File: config.mk
export PLATFORM = sky130hd
export DESIGN_NAME = rgb565_gray_sequencer
export DESIGN_NICKNAME = d
export VERILOG_FILES = /design/src/rtl/rgb565_gray_pkg.sv /design/src/rtl/rgb565_gray_pixel.sv /design/src/rtl/rgb565_gray_sequencer.sv
export SDC_FILE = /design/constraint.sdc
export NUM_CORES = 1
export LEC_CHECK = 0
export CORE_UTILIZATION = 40
export DETAILED_ROUTE_END_ITERATION = 10
export DONT_BUFFER_PORTS = 1
export PLACE_DENSITY = 0.61
export SYNTH_ARGS = -nofsm -noshare
export SYNTH_HDL_FRONTEND = slang
export SYNTH_SLANG_ARGS = --single-unit
File: constraint.sdc
create_clock -name clock -period 11.5 [get_ports clock]
set_input_delay 2.3 -clock clock [delete_from_list [all_inputs] [get_ports clock]]
set_output_delay 2.3 -clock clock [all_outputs]
set_load 0.02 [all_outputs]
File: src/rtl/rgb565_gray_pkg.sv
// rgb565_gray_pkg: shared state encoding and luma coefficients for the RGB565 gray sequencer
package rgb565_gray_pkg;
  typedef enum logic [1:0] {IDLE, CONV, RESP} state_t;
  localparam logic [7:0] COEF_R = 8'd54;
  localparam logic [7:0] COEF_G = 8'd183;
  localparam logic [7:0] COEF_B = 8'd19;
  localparam logic [7:0] READ_SUM_OFFSET = 8'd1;
endpackage

File: src/rtl/rgb565_gray_pixel.sv
// rgb565_gray_pixel: combinational RGB565 to 8-bit luma conversion
module rgb565_gray_pixel
  import rgb565_gray_pkg::*;
(
  input  logic [15:0] rgb,
  output logic [7:0]  gray
);
  logic [15:0] r8, g8, b8, sum;
  assign r8 = {8'd0, rgb[15:11], 3'b0};
  assign g8 = {8'd0, rgb[10:5], 2'b0};
  assign b8 = {8'd0, rgb[4:0], 3'b0};
  // Full-scale white sums to 64220, so 16 bits never overflow
  assign sum = r8 * {8'd0, COEF_R} + g8 * {8'd0, COEF_G} + b8 * {8'd0, COEF_B};
  assign gray = sum[15:8];
endmodule

File: src/rtl/rgb565_gray_sequencer.sv
// rgb565_gray_sequencer: four-pixel RGB565 to gray custom instruction with a saturating brightness sum
module rgb565_gray_sequencer
  import rgb565_gray_pkg::*;
#(
  parameter logic [7:0] customInstructionId = 8'd0
) (
  input  logic        clock,
  input  logic        reset,
  input  logic        start,
  input  logic [7:0]  iseId,
  input  logic [31:0] valueA,
  input  logic [31:0] valueB,
  output logic        done,
  output logic [31:0] result
);
  localparam logic [7:0] READ_ID = customInstructionId + READ_SUM_OFFSET;
  state_t state_q, state_d;
  logic [63:0] pix_q, pix_d;
  logic [1:0] idx_q, idx_d;
  logic [31:0] acc_q, acc_d, sum_q, sum_d, result_q, result_d;
  logic done_q, done_d;
  logic is_conv, is_read;
  logic [15:0] cur_pix;
  logic [7:0] gray;
  logic [32:0] sum_wide;
  assign is_conv = start && iseId == customInstructionId;
  assign is_read = start && iseId == READ_ID;
  assign cur_pix = pix_q[{idx_q, 4'b0} +: 16];
  rgb565_gray_pixel u_pixel (.rgb(cur_pix), .gray(gray));
  always_ff @(posedge clock) begin
    if (reset) begin
      state_q  <= IDLE;
      pix_q    <= '0;
      idx_q    <= '0;
      acc_q    <= '0;
      sum_q    <= '0;
      result_q <= '0;
      done_q   <= 1'b0;
    end else begin
      state_q  <= state_d;
      pix_q    <= pix_d;
      idx_q    <= idx_d;
      acc_q    <= acc_d;
      sum_q    <= sum_d;
      result_q <= result_d;
      done_q   <= done_d;
    end
  end
  always_comb begin
    state_d = state_q == IDLE ? (is_conv ? CONV : is_read ? RESP : IDLE) :
              state_q == CONV ? (idx_q == 2'd3 ? RESP : CONV) : IDLE;
  end
  always_comb begin
    pix_d = state_q == IDLE && is_conv ? {valueB, valueA} : pix_q;
    idx_d = state_q == CONV ? idx_q + 2'd1 : 2'd0;
    acc_d = acc_q;
    if (state_q == CONV) acc_d[{idx_q, 3'b0} +: 8] = gray;
    sum_wide = {1'b0, sum_q} + {25'd0, gray};
    sum_d = state_q == IDLE && is_read ? 32'd0 :
            state_q == CONV ? (sum_wide[32] ? 32'hFFFF_FFFF : sum_wide[31:0]) : sum_q;
    done_d = state_d == RESP;
    // The result register only holds data in the done cycle so the port reads zero otherwise
    result_d = state_q == IDLE && is_read ? sum_q :
               state_q == CONV && state_d == RESP ? acc_d : 32'd0;
  end
  assign done = done_q;
  assign result = result_q;
endmodule

== After elaboration in Yosys (flattened, before gate mapping) ==
Index checks and enable logic that the tools add are counted.

* Bits in registers: 165
* Logic and storage cells: 42

* Add/sub/neg operators: 5
* Multipliers: 3
* Eq/ne operators: 4
* Shift-type cells: 3
* Mux-type cells: 10
* Bitwise logic cells: 1
* Reduce and logical (&&, ||, !) cells: 9

{| class="wikitable"
|+ Operators with widths
! operator !! count
|-
| 32-bit two-way mux || 4
|-
| 64-bit by 7-bit variable part select with 16-bit output || 1
|-
| 32-bit by 8-bit adder with 33-bit output || 1
|-
| 16-bit adder || 2
|-
| 32-bit bitwise mux || 1
|-
| 8-bit by 7-bit variable shift with 32-bit output, first input constant || 1
|-
| 8-bit by 7-bit variable part select with 32-bit output || 1
|-
| 5-bit by 5-bit multiplier with 10-bit output, second input constant || 2
|-
| 6-bit by 8-bit multiplier with 14-bit output, second input constant || 1
|-
| 2-bit two-way mux || 5
|-
| 8-bit by 1-bit equality test with 1-bit output, second input constant || 1
|-
| 8-bit zero test || 1
|-
| 5-bit negation with 7-bit output || 1
|-
| 1-bit logical AND || 5
|-
| 2-bit equality test, second input constant || 2
|-
| 2-bit OR reduction || 2
|-
| 2-bit by 1-bit adder with 2-bit output, second input constant || 1
|-
| 2-bit by 1-bit equality test with 1-bit output, second input constant || 1
|-
| 2-bit zero test || 1
|-
| 1-bit inverter || 1
|}

== Longest topological paths before layout ==
Gate-level depths: netlist of the first run.

* Depth after elaboration: 9
* Gate-level depth with buffers: 35
* Gate-level depth less buffers: 32

== By module ==
From an unflattened synthesis of the first run, not the netlist that was laid out.

* Cells, all modules: 999
* Area total of the unflattened synthesis: 8929.8 µm²

{| class="wikitable"
|+ Modules (own cells, without submodules)
! module !! times used !! cells each !! area an instance (µm²) !! sequential area each (µm²)
|-
| rgb565_gray_sequencer || 1 || 740 || 6578.8 || 3143.0
|-
| rgb565_gray_pixel || 1 || 259 || 2351.0 || 0.0
|}

== Worst setup path before layout of the first run ==
No wires, ideal clock.

* Path type: reg2reg
* From: register idx_q[0]
* To: register sum_q[31]
* Arrival: 8206 ps
* Setup slack: 3168 ps
* Stages on the path, launching flop included: 36
* Buffers on the path: 5
* Clock period less this slack: 8332 ps
* Cells stage by stage: dfxtp_1 -> buf_1 -> buf_2 -> mux4_2 -> fa_1 -> inv_1 -> fa_1 -> fa_1 -> inv_1 -> ha_1 -> a21oi_1 -> nor2b_1 -> o21a_1 -> nor2_1 -> xnor2_1 -> fa_1 -> inv_1 -> ha_1 -> clkbuf_1 -> a21o_1 -> a21oi_1 -> o21bai_1 -> a22oi_1 -> and2b_1 -> xor2_2 -> inv_1 -> ha_1 -> o21a_1 -> o21ai_0 -> nand2b_1 -> and3_1 -> clkbuf_1 -> and4_1 -> clkbuf_1 -> and4_2 -> nor3_2

* Word-level cells in the longest chain between the ends: 6
* Elaborated cells between the ends (all ways): 8
* Classes of those cells: add/sub (3); mul (3); shift (1); mux (1)

{| class="wikitable"
|+ RTL lines
! what !! RTL line !! source
|-
| start, declared || rgb565_gray_sequencer.sv:19 || <nowiki>logic [1:0] idx_q, idx_d;</nowiki>
|-
| start signal, assigned || rgb565_gray_sequencer.sv:42 || <nowiki>idx_q <= idx_d;</nowiki>
|-
| 64-bit by 7-bit variable part select with 16-bit output (*) || rgb565_gray_sequencer.sv:28 || <nowiki>assign cur_pix = pix_q[{idx_q, 4'b0} +: 16];</nowiki>
|-
| 6-bit by 8-bit multiplier with 14-bit output or 5-bit by 5-bit multiplier with 10-bit output (tied branches) || rgb565_gray_pixel.sv:13 || <nowiki>assign sum = r8 * {8'd0, COEF_R} + g8 * {8'd0, COEF_G} + b8 * {8'd0, COEF_B};</nowiki>
|-
| 16-bit adder || rgb565_gray_pixel.sv:13 ||
|-
| 16-bit adder (*) || rgb565_gray_pixel.sv:13 ||
|-
| 32-bit by 8-bit adder with 33-bit output (*) || rgb565_gray_sequencer.sv:58 || <nowiki>sum_wide = {1'b0, sum_q} + {25'd0, gray};</nowiki>
|-
| 32-bit two-way mux (*) || rgb565_gray_sequencer.sv:60 || <nowiki>state_q == CONV ? (sum_wide[32] ? 32'hFFFF_FFFF : sum_wide[31:0]) : sum_q;</nowiki>
|-
| end signal, assigned || rgb565_gray_sequencer.sv:44 || <nowiki>sum_q <= sum_d;</nowiki>
|-
| end, declared || rgb565_gray_sequencer.sv:20 || <nowiki>logic [31:0] acc_q, acc_d, sum_q, sum_d, result_q, result_d;</nowiki>
|}

Every way passes the cells marked *; elsewhere a longest branch is shown, timed or not.
A chain may end at the register's enable or synchronous reset.

== Worst setup path after layout of the first run ==
Ends and elaborated chain as after synthesis.

==> key figures, run 1 <==
STA
  – Final Hold Fails: 0
  – Rel. slew slack: 22.2%
  – Count of final max-slew check failures: 0
  – Post-layout min period: 8.51 ns
  – Clock skew: 0.0102 ns
  – RSZ-0062 raised after global routing: false
  – Sum of negative setup slack: 0 ns
  – FMAX: 118 MHz
  – Period utilization: 74.0%
  – Setup violators final: 0
  – Measured slew at the worst slew-check pin: 1.17 ns

Layout
  – Fin nets: 1225
  – Share of cells above drive strength 1: 8.48%
  – Area growth, synth to finish: 8.69%
  – Footprint of the multi-input gates: 5590 um2
  – Fill count: 2280
  – Seq. cell area: 3300 um2
  – ANT cells: 0
  – Leading cell types in the layout, fill and taps excluded: 180 x nand2_1, 165 x dfxtp_1, 106 x a21oi_1, 85 x ha_1, 84 x inv_1
  – Commonest non-fill, non-tap cell in the layout: nand2_1

GRT
  – Global-route wire length before repair: 38.2 mm
  – Largest net degree at the start of global routing: 111
  – Vias in the first global route: 7136
  – Initial antenna violation count: 0
  – Total track usage: 20.5%
  – GRT overflow: 0

Run status
  – Status: finished, final reports clean

Clock tree
  – CTS hold repair buffers: 0
  – Setup Buffers After CTS: 0
  – Cts repair resizes: 0
  – Reg clk slew, reported paths: 0.07 ns
  – Clock Latency Late Sink: 0.43 ns
  – CTS HTree Levels: 4
  – TritonCTS sink count: 165
  – CTS tree: built
  – CTS Buf Count: 17
  – CTS root buf: clkbuf_16
  – Clk buf depth: 2

Routing
  – Vias/cell: 5.42
  – Post-route ant nets: 0
  – Avg WL per Cell: 17.2 um
  – DR pass1 iterations: 6
  – Detailed-route DRC error count: 0
  – Routed wire length: 23.5 mm
  – DRT iter0 DRCs: 551
  – Detailed-route via count: 7389

Power
  – Worst vdd ir: 0.105 mV
  – Total power: 1130 uW
  – Power per Cell Area: 111 nW/um2
  – Leakage: 0.00419 uW

Floorplanning
  – Ports: 108
  – Core area: 22800 um2
  – Full die area: 24200 um2
  – # rows: 55
  – Die X: 155 um
  – Die H: 155 um
  – Starting density of the core: 41.2%

Place
  – RD Place Congestion: 0.904
  – PortBufs: 0
  – Detailed placement HPWL: 17.8 mm

Logic synthesis
  – Post-synthesis sequential area ratio: 35.1%
  – Yosys cell types: 78
  – Mapped Avg Cell Area: 8.86 um2
  – Mapped Nets: 1250
  – Asr flop ratio synth: 0%
  – Mapped Area: 9420 um2
  – EDFF count, synth: 0
  – Top_reg_cell synth: dfxtp_1
  – Synth Instances: 1063
  – Yosys reg bits: 165
  – Synth warn: 0

Critical path
  – CP Data Required Time: 11.79 ns
  – Reg2reg end: sum_q[31]
  – Worst R2R Setup Slack: 2.99 ns
  – Reg-to-Reg Start: idx_q[0]
  – Critical Path Source: idx_q[0]
  – Worst Setup EP: sum_q[31]
  – Worst Path Arrival: 8.79 ns
  – Worst Setup Path Type: reg2reg
  – Type of origin of the critical path: register
  – CP max FO: 17
  – Max stage delay on crit path: 0.64 ns
  – Crit path max-delay cell type: mux4_2
  – Worst R2R Path Depth: 31
  – Worst setup EP type: register

Worst hold path
  – Min-delay src: pix_q[52]
  – Hold crit path type: reg2reg

Job
  – Max-cap violations: 0
==> stage by stage <==
stage | hold WS [ns] | worst slack, ns | util, % | cells | instance area [um2]
3_5_place_dp | 0.442 | 3.03 | 42.3 | 1332 | 9670
4_1_cts | 0.451 | 2.99 | 44.8 | 1363 | 10200
2_1_floorplan | 0.433 | 3.17 | - | 1063 | 9420
5_1_grt | 0.458 | 2.31 | 44.8 | 1363 | 10200
3_3_place_gp | 0.435 | 3.18 | 42.3 | 1332 | 9670
6_report | 0.446 | 2.99 | 44.8 | 1363 | 10200
==> power breakdown <==
part	switching, uW	total, uW	internal [uW]
Clock	247	553	306
Sequential	0.253	572	572
Combinational	4.69	7.25	2.56
Total	252	1130	880
==> logic make-up after synthesis <==
| family | synth area share, % |
|---|---|
| AO/OA/AOI/OAI | 17.0 |
| XOR/XNOR | 4.52 |
| adder cells (fa/ha/maj) | 17.0 |
| AND/OR/NAND/NOR | 16.7 |
| multiplexers | 3.93 |
| buffers and inverters | 5.67 |
| flip-flops | 35.1 |
==> per-layer routing <==
| layer | vias to the layer above | global-route usage (%) | share of wire [%] | wire, um |
|---|---|---|---|---|
| li1 | 3643 | - | - | - |
| met2 | 181 | 30.9 | 44 | 10400 |
| met5 | - | 0 | 0 | 0 |
| met1 | 3542 | 29.7 | 51 | 11900 |
| met3 | 23 | 3.59 | 3.5 | 833 |
| met4 | 0 | 6.02 | 1.5 | 358 |
==> state kept, by name, summed over array words and instances (netlist names) <==
name / flops
result: 32
idx_q: 2
done: 1
state_q: 2
sum_q: 32
pix_q: 64
acc_q: 32
==> cell type report <==
cell class                 count  area share (%)
clock buffer                  18            4.29
clock inverter                13            1.21
inverter                      86            3.15
multi-input combinational    760            54.7
sequential                   165            32.3
tap                          313            3.83
timing repair buffer           8           0.587
==> synth_stat cells (all sizes together) (3+ instances only) <==
library cell    n  share of area [%]
a21o           11               0.88
o21bai          8               0.64
nor2b           8               0.53
a21oi         108                5.8
a32oi          13                1.2
ha             85                 11
or3             3               0.21
dfxtp         165                 35
inv            86                3.4
o21ai          55                2.9
nor3           11               0.64
fa             27                5.7
or2             3               0.20
nor4b           3               0.41
clkbuf         41                1.6
o221ai          7               0.65
xor2           23                2.3
nor2           52                2.1
mux4           16                3.8
o32ai           4               0.37
and3           12               0.88
o21a            3               0.24
nand2         180                7.2
buf            11               0.60
o22ai           4               0.27
nand2b          9               0.60
nand4          13                1.2
o211a           3               0.32
nor4            6               0.62
and4            6               0.61
a22oi          24                2.0
nand3          12               0.82
xnor2          23                2.2
==> worst max-delay path: cells and delay by family, from the launching register on <==
| kind | cells | cell delay, ns |
|---|---|---|
| adder cells (fa/ha/maj) | 7 | 3.09 |
| AND/OR/NAND/NOR | 8 | 1.61 |
| AO/OA/AOI/OAI | 8 | 1.32 |
| multiplexers | 1 | 0.64 |
| buffers and inverters | 5 | 0.61 |
| flip-flops | 1 | 0.57 |
| XOR/XNOR | 2 | 0.48 |
==> worst min-delay path by stage <==
stage | to | slack, ns | depth (start not counted)
after floorplan | pix_q[32] | 0.43 | 2
after global placement | pix_q[59] | 0.44 | 2
after detailed placement | pix_q[6] | 0.44 | 2
after CTS | pix_q[63] | 0.45 | 2
after global routing | pix_q[30] | 0.46 | 2
final | pix_q[52] | 0.45 | 2
(Power assumes the default switching activity.)
==> run 2: changes to the inputs <==
--- a/config.mk
+++ b/config.mk
@@ -8,7 +8,7 @@
 export CORE_UTILIZATION = 40
 export DETAILED_ROUTE_END_ITERATION = 10
 export DONT_BUFFER_PORTS = 1
-export PLACE_DENSITY = 0.61
+export PLACE_DENSITY = 0.63
 export SYNTH_ARGS = -nofsm -noshare
 export SYNTH_HDL_FRONTEND = slang
 export SYNTH_SLANG_ARGS = --single-unit
==> constraint.sdc (replaced) <==
create_clock -name clock -period 7.15 [get_ports clock]
set_input_delay 1.43 -clock clock [delete_from_list [all_inputs] [get_ports clock]]
set_output_delay 1.43 -clock clock [all_outputs]
set_load 0.02 [all_outputs]
==> key figures, run 2 (same netlist as run 1, synthesis figures left out) <==
Layout
  – Leading cell types in the layout, fill and taps excluded: 180 x nand2_1, 163 x dfxtp_1, 103 x a21oi_1, 81 x inv_1, 76 x ha_1
  – Share of cells above drive strength 1: 14.7%
  – Commonest non-fill, non-tap cell in the layout: nand2_1
  – Post-route cell area: 10800 um2
  – ANT cells: 0
  – Non-filler cells, final: 1398
  – Area growth, synth to finish: 14.6%
  – Max reg flops: 64
  – Fin nets: 1259
  – Reg with most FFs: pix_q

Place
  – RD Place Congestion: 0.893
  – DP Worst Slack: -0.0953 ns
  – Detailed placement HPWL: 17.5 mm
  – Dpl cells: 1352
  – PortBufs: 0
  – Cell Area, Placed: 9890 um2

Job
  – Max-cap violations: 0

Clock tree
  – Clk buf depth: 2
  – Reg clk slew, reported paths: 0.07 ns
  – CTS hold repair buffers: 0
  – Clock Latency Late Sink: 0.44 ns
  – CTS tree: built
  – TritonCTS sink count: 165
  – CTS Buf Count: 17
  – CTS root buf: clkbuf_16
  – CTS HTree Levels: 4

Power
  – Leakage: 0.00436 uW
  – Power per Cell Area: 170 nW/um2
  – Worst vdd ir: 0.145 mV

STA
  – Post-layout min period: 6.94 ns
  – Clock skew: 0.0154 ns
  – Setup violators final: 0
  – Count of final max-slew check failures: 0
  – FMAX: 144 MHz
  – Final Hold Fails: 0
  – Period utilization: 97.0%
  – PnR worst setup slack: 0.214 ns
  – Sum of negative setup slack: 0 ns
  – Measured slew at the worst slew-check pin: 1.26 ns
  – Rel. slew slack: 16.0%

Routing
  – Detailed-route via count: 7609
  – Post-route ant nets: 0
  – DR pass1 iterations: 5
  – Detailed-route DRC error count: 0
  – Routed wire length: 24.2 mm
  – Vias/cell: 5.44
  – DRT iter0 DRCs: 592
  – Avg WL per Cell: 17.3 um

Critical path
  – CP max FO: 8
  – CP Data Required Time: 7.44 ns
  – Worst setup EP type: register
  – Worst Setup Path Type: reg2reg
  – Worst Path Arrival: 7.22 ns
  – Type of origin of the critical path: register
  – Worst R2R Setup Slack: 0.21 ns

Floorplanning
  – Core area: 22800 um2
  – Starting density of the core: 41.2%
  – Die H: 155 um
  – # rows: 55
  – Die X: 155 um
  – Ports: 108
  – Full die area: 24200 um2

Worst hold path
  – Hold crit path type: reg2reg

GRT
  – Vias in the first global route: 7357
  – Global-route wire length before repair: 39.1 mm
  – Total track usage: 20.7%
  – Largest net degree at the start of global routing: 111
  – Initial antenna violation count: 0
  – GRT overflow: 0

Run status
  – Status: finished, final reports clean
run 2: report_power, final:
group	internal [uW]	total [uW]	switching, uW
clock	468	908	440
combinational	4.81	13.4	8.63
sequential	918	919	0.403
run 2: metrics by stage:
stage	total power, uW	hold slack [ns]	utilization, %
after floorplan	957	0.433	-
after global placement	953	0.435	43.3
after detailed placement	953	0.441	43.3
after CTS	1860	0.451	45.9
after global routing	1900	0.470	47.2
final	1840	0.448	47.2
run 2: metal layers:
metal  wire, um  share of wire [%]  vias up  GRT usage [%]
met3       1350                5.6       23           3.31
li1           -                  -     3705              -
met2      10600                 44      211           31.8
met5          0                  0        -              0
met4        309                1.3        0           5.04
met1      11900                 49     3670           30.1
run 2: worst max-delay path, stage by stage (launching register included):
cell and delay, ns:
dfxtp_4 0.41, mux4_2 0.58, fa_2 0.58, inv_1 0.05
fa_1 0.45, fa_1 0.50, inv_2 0.05, ha_4 0.25
a21oi_4 0.15, nor2b_1 0.05, o21a_1 0.21, o41ai_4 0.28
xor2_1 0.15, fa_1 0.57, inv_2 0.05, ha_4 0.30
nand4_1 0.11, buf_4 0.17, a311o_1 0.38, o2111ai_4 0.11
xnor2_2 0.11, ha_1 0.33, o21ai_2 0.06, nand2b_1 0.13
and3_4 0.21, and4_4 0.28, and4_2 0.24, nor3_2 0.04
run 2: repair_timing:
item                       4_1_cts  5_1_grt
setup endpoints to repair       18       32
pin swaps                        0       17
setup buffers                    0       14
gates resized for setup          3       41
run 2: cell type report:
class,count,area [um2]
multi-input cells,760,5860
fillers,2204,12100
flip-flops and latches,165,3310
well taps,313,392
repair buffers,42,319
inverters,86,323
clock inverters,15,164
clock buffers,17,425
run 2: path summary, 6_finish.rpt:
| path | endpoint | from | depth (start not counted) |
|---|---|---|---|
| setup / recovery | sum_q[31] | idx_q[0] | 27 |
| hold / removal | pix_q[2] | pix_q[2] | 2 |
| setup reg to reg | sum_q[31] | idx_q[0] | 27 |
| hold reg to reg | pix_q[2] | pix_q[2] | 2 |
==> run 3: changes to the inputs <==
--- a/config.mk
+++ b/config.mk
@@ -6,9 +6,10 @@
 export NUM_CORES = 1
 export LEC_CHECK = 0
 export CORE_UTILIZATION = 40
+export CTS_CLUSTER_DIAMETER = 120
 export DETAILED_ROUTE_END_ITERATION = 10
 export DONT_BUFFER_PORTS = 1
-export PLACE_DENSITY = 0.63
+export PLACE_DENSITY = 0.61
 export SYNTH_ARGS = -nofsm -noshare
 export SYNTH_HDL_FRONTEND = slang
 export SYNTH_SLANG_ARGS = --single-unit
==> constraint.sdc (replaced) <==
create_clock -name clock -period 8.9 [get_ports clock]
set_input_delay 1.78 -clock clock [delete_from_list [all_inputs] [get_ports clock]]
set_output_delay 1.78 -clock clock [all_outputs]
set_load 0.02 [all_outputs]
==> key figures, run 3 (same netlist as run 1, synthesis figures left out) <==
Run status
  – Status: finished, final reports clean

Routing
  – Avg WL per Cell: 17.8 um
  – DRT iter0 DRCs: 584
  – DR pass1 iterations: 6
  – Vias/cell: 5.45
  – Routed wire length: 24.4 mm
  – Detailed-route via count: 7451
  – Detailed-route DRC error count: 0
  – Post-route ant nets: 0

Layout
  – Fill count: 2290
  – Commonest non-fill, non-tap cell in the layout: nand2_1
  – Fin nets: 1227
  – Seq. cell area: 3300 um2
  – Area growth, synth to finish: 9.69%
  – ANT cells: 0
  – Share of cells above drive strength 1: 8.74%
  – Non-filler cells, final: 1366
  – Footprint of the multi-input gates: 5590 um2
  – Max reg flops: 64
  – Leading cell types in the layout, fill and taps excluded: 180 x nand2_1, 165 x dfxtp_1, 106 x a21oi_1, 85 x ha_1, 84 x inv_1
  – Reg with most FFs: pix_q

Critical path
  – Critical Path Source: idx_q[0]
  – Type of origin of the critical path: register
  – CP max FO: 19
  – Worst Setup EP: sum_q[31]
  – CP Data Required Time: 9.18 ns
  – Crit path max-delay cell type: mux4_2
  – Most common cell on crit path: ha_1
  – Worst setup EP type: register
  – Reg2reg end: sum_q[31]
  – Reg-to-Reg Start: idx_q[0]
  – Worst Setup Path Type: reg2reg
  – Max stage delay on crit path: 0.60 ns
  – Worst R2R Setup Slack: 0.80 ns
  – Worst Path Arrival: 8.38 ns
  – Worst R2R Path Depth: 28

Clock tree
  – Setup Buffers After CTS: 0
  – Reg clk slew, reported paths: 0.07 ns
  – CTS HTree Levels: 4
  – CTS root buf: clkbuf_16
  – Clk buf depth: 2
  – Clock Latency Late Sink: 0.44 ns
  – CTS tree: built
  – CTS Buf Count: 17
  – CTS hold repair buffers: 0
  – Cts repair resizes: 0
  – TritonCTS sink count: 165

Power
  – Power per Cell Area: 151 nW/um2
  – Worst vdd ir: 0.118 mV
  – Leakage: 0.00424 uW
  – Switching share of total power: 21.7%
  – Net load switching power: 339 uW
  – Clock power share: 52.0%
  – Power Internal: 1220 uW
  – Logic gate share of total power: 0.6%
  – Reg power frac: 47.4%

Place
  – Dpl cells: 1334
  – PortBufs: 0
  – Detailed placement HPWL: 18.1 mm
  – RD Place Congestion: 0.891
  – DP Worst Slack: 0.859 ns

GRT
  – Total track usage: 21.2%
  – Initial antenna violation count: 0
  – GRT overflow: 0
  – Global-route wire length before repair: 39.4 mm
  – Largest net degree at the start of global routing: 111
  – Vias in the first global route: 7321

Floorplanning
  – Core area: 22800 um2
  – # rows: 55
  – Full die area: 24200 um2
  – Ports: 108
  – Die H: 155 um
  – Die X: 155 um
  – Starting density of the core: 41.2%

STA
  – Count of final max-slew check failures: 0
  – PnR worst setup slack: 0.799 ns
  – Rel. slew slack: 20.8%
  – Final Hold Fails: 0
  – Period utilization: 91.0%
  – Clock skew: 0.0140 ns
  – Sum of negative setup slack: 0 ns
  – Post-layout min period: 8.10 ns
  – Measured slew at the worst slew-check pin: 1.19 ns
  – RSZ-0062 raised after global routing: false
  – Setup violators final: 0
  – FMAX: 123 MHz

Worst hold path
  – Hold crit path type: reg2reg

Job
  – Max-cap violations: 0
## run 3: changes by cell type in the layout (fill, tap and decap cells not counted), sizes merged
cell and change:
buf -32, clkinv -1, clkinvlp -3, bufinv +4
## run 3: worst min-delay path by stage
stage	startpoint	endpoint	depth (start not counted)
2_1_floorplan	pix_q[32]	pix_q[32]	2
3_3_place_gp	pix_q[63]	pix_q[63]	2
3_5_place_dp	pix_q[46]	pix_q[46]	2
4_1_cts	pix_q[46]	pix_q[46]	2
5_1_grt	pix_q[54]	pix_q[54]	2
6_report	pix_q[46]	pix_q[46]	2
## run 3: final cells by class
| type | count | share of cell area (%) |
|---|---|---|
| Clock buffer | 17 | 4.12 |
| Clock inverter | 15 | 2.10 |
| Inverter | 86 | 3.13 |
| Multi-Input combinational cell | 760 | 54.2 |
| Sequential cell | 165 | 32.0 |
| Tap cell | 313 | 3.79 |
| Timing Repair Buffer | 10 | 0.727 |
## run 3: worst max-delay path, delay by kind of cell (launching register included)
family	cells	cell delay, ns
fa+ha+maj	7	2.80
buf+inv	4	0.53
xor+xnor	2	0.31
mux	1	0.60
flops	1	0.53
compound gates	7	1.56
simple gates	7	1.60
## run 3: routing by layer
| layer | track usage [%] | up-vias | wire length [um] |
|---|---|---|---|
| met3 | 3.70 | 30 | 1120 |
| met2 | 31.8 | 212 | 10600 |
| met5 | 0 | - | 0 |
| met4 | 6.02 | 0 | 416 |
| li1 | - | 3635 | - |
| met1 | 30.9 | 3574 | 12200 |
## run 3: metrics by stage
step	power, uW	util (%)	hold WS (ns)	area, um2
floorplan	769	-	0.433	9420
global placement	765	42.4	0.435	9690
detailed placement	765	42.4	0.437	9690
CTS	1570	45.2	0.447	10300
global route	1610	45.2	0.467	10300
finish	1560	45.2	0.447	10300
## run 3: power by group through the flow
stage / sequential [uW] / combinational, uW / clock [uW]
2_1_floorplan: 756 / 13.5 / 0
3_5_place_dp: 756 / 9.60 / 0
3_3_place_gp: 756 / 9.52 / 0
5_1_grt: 738 / 10.6 / 857
4_1_cts: 739 / 9.67 / 826
6_report: 739 / 9.69 / 811
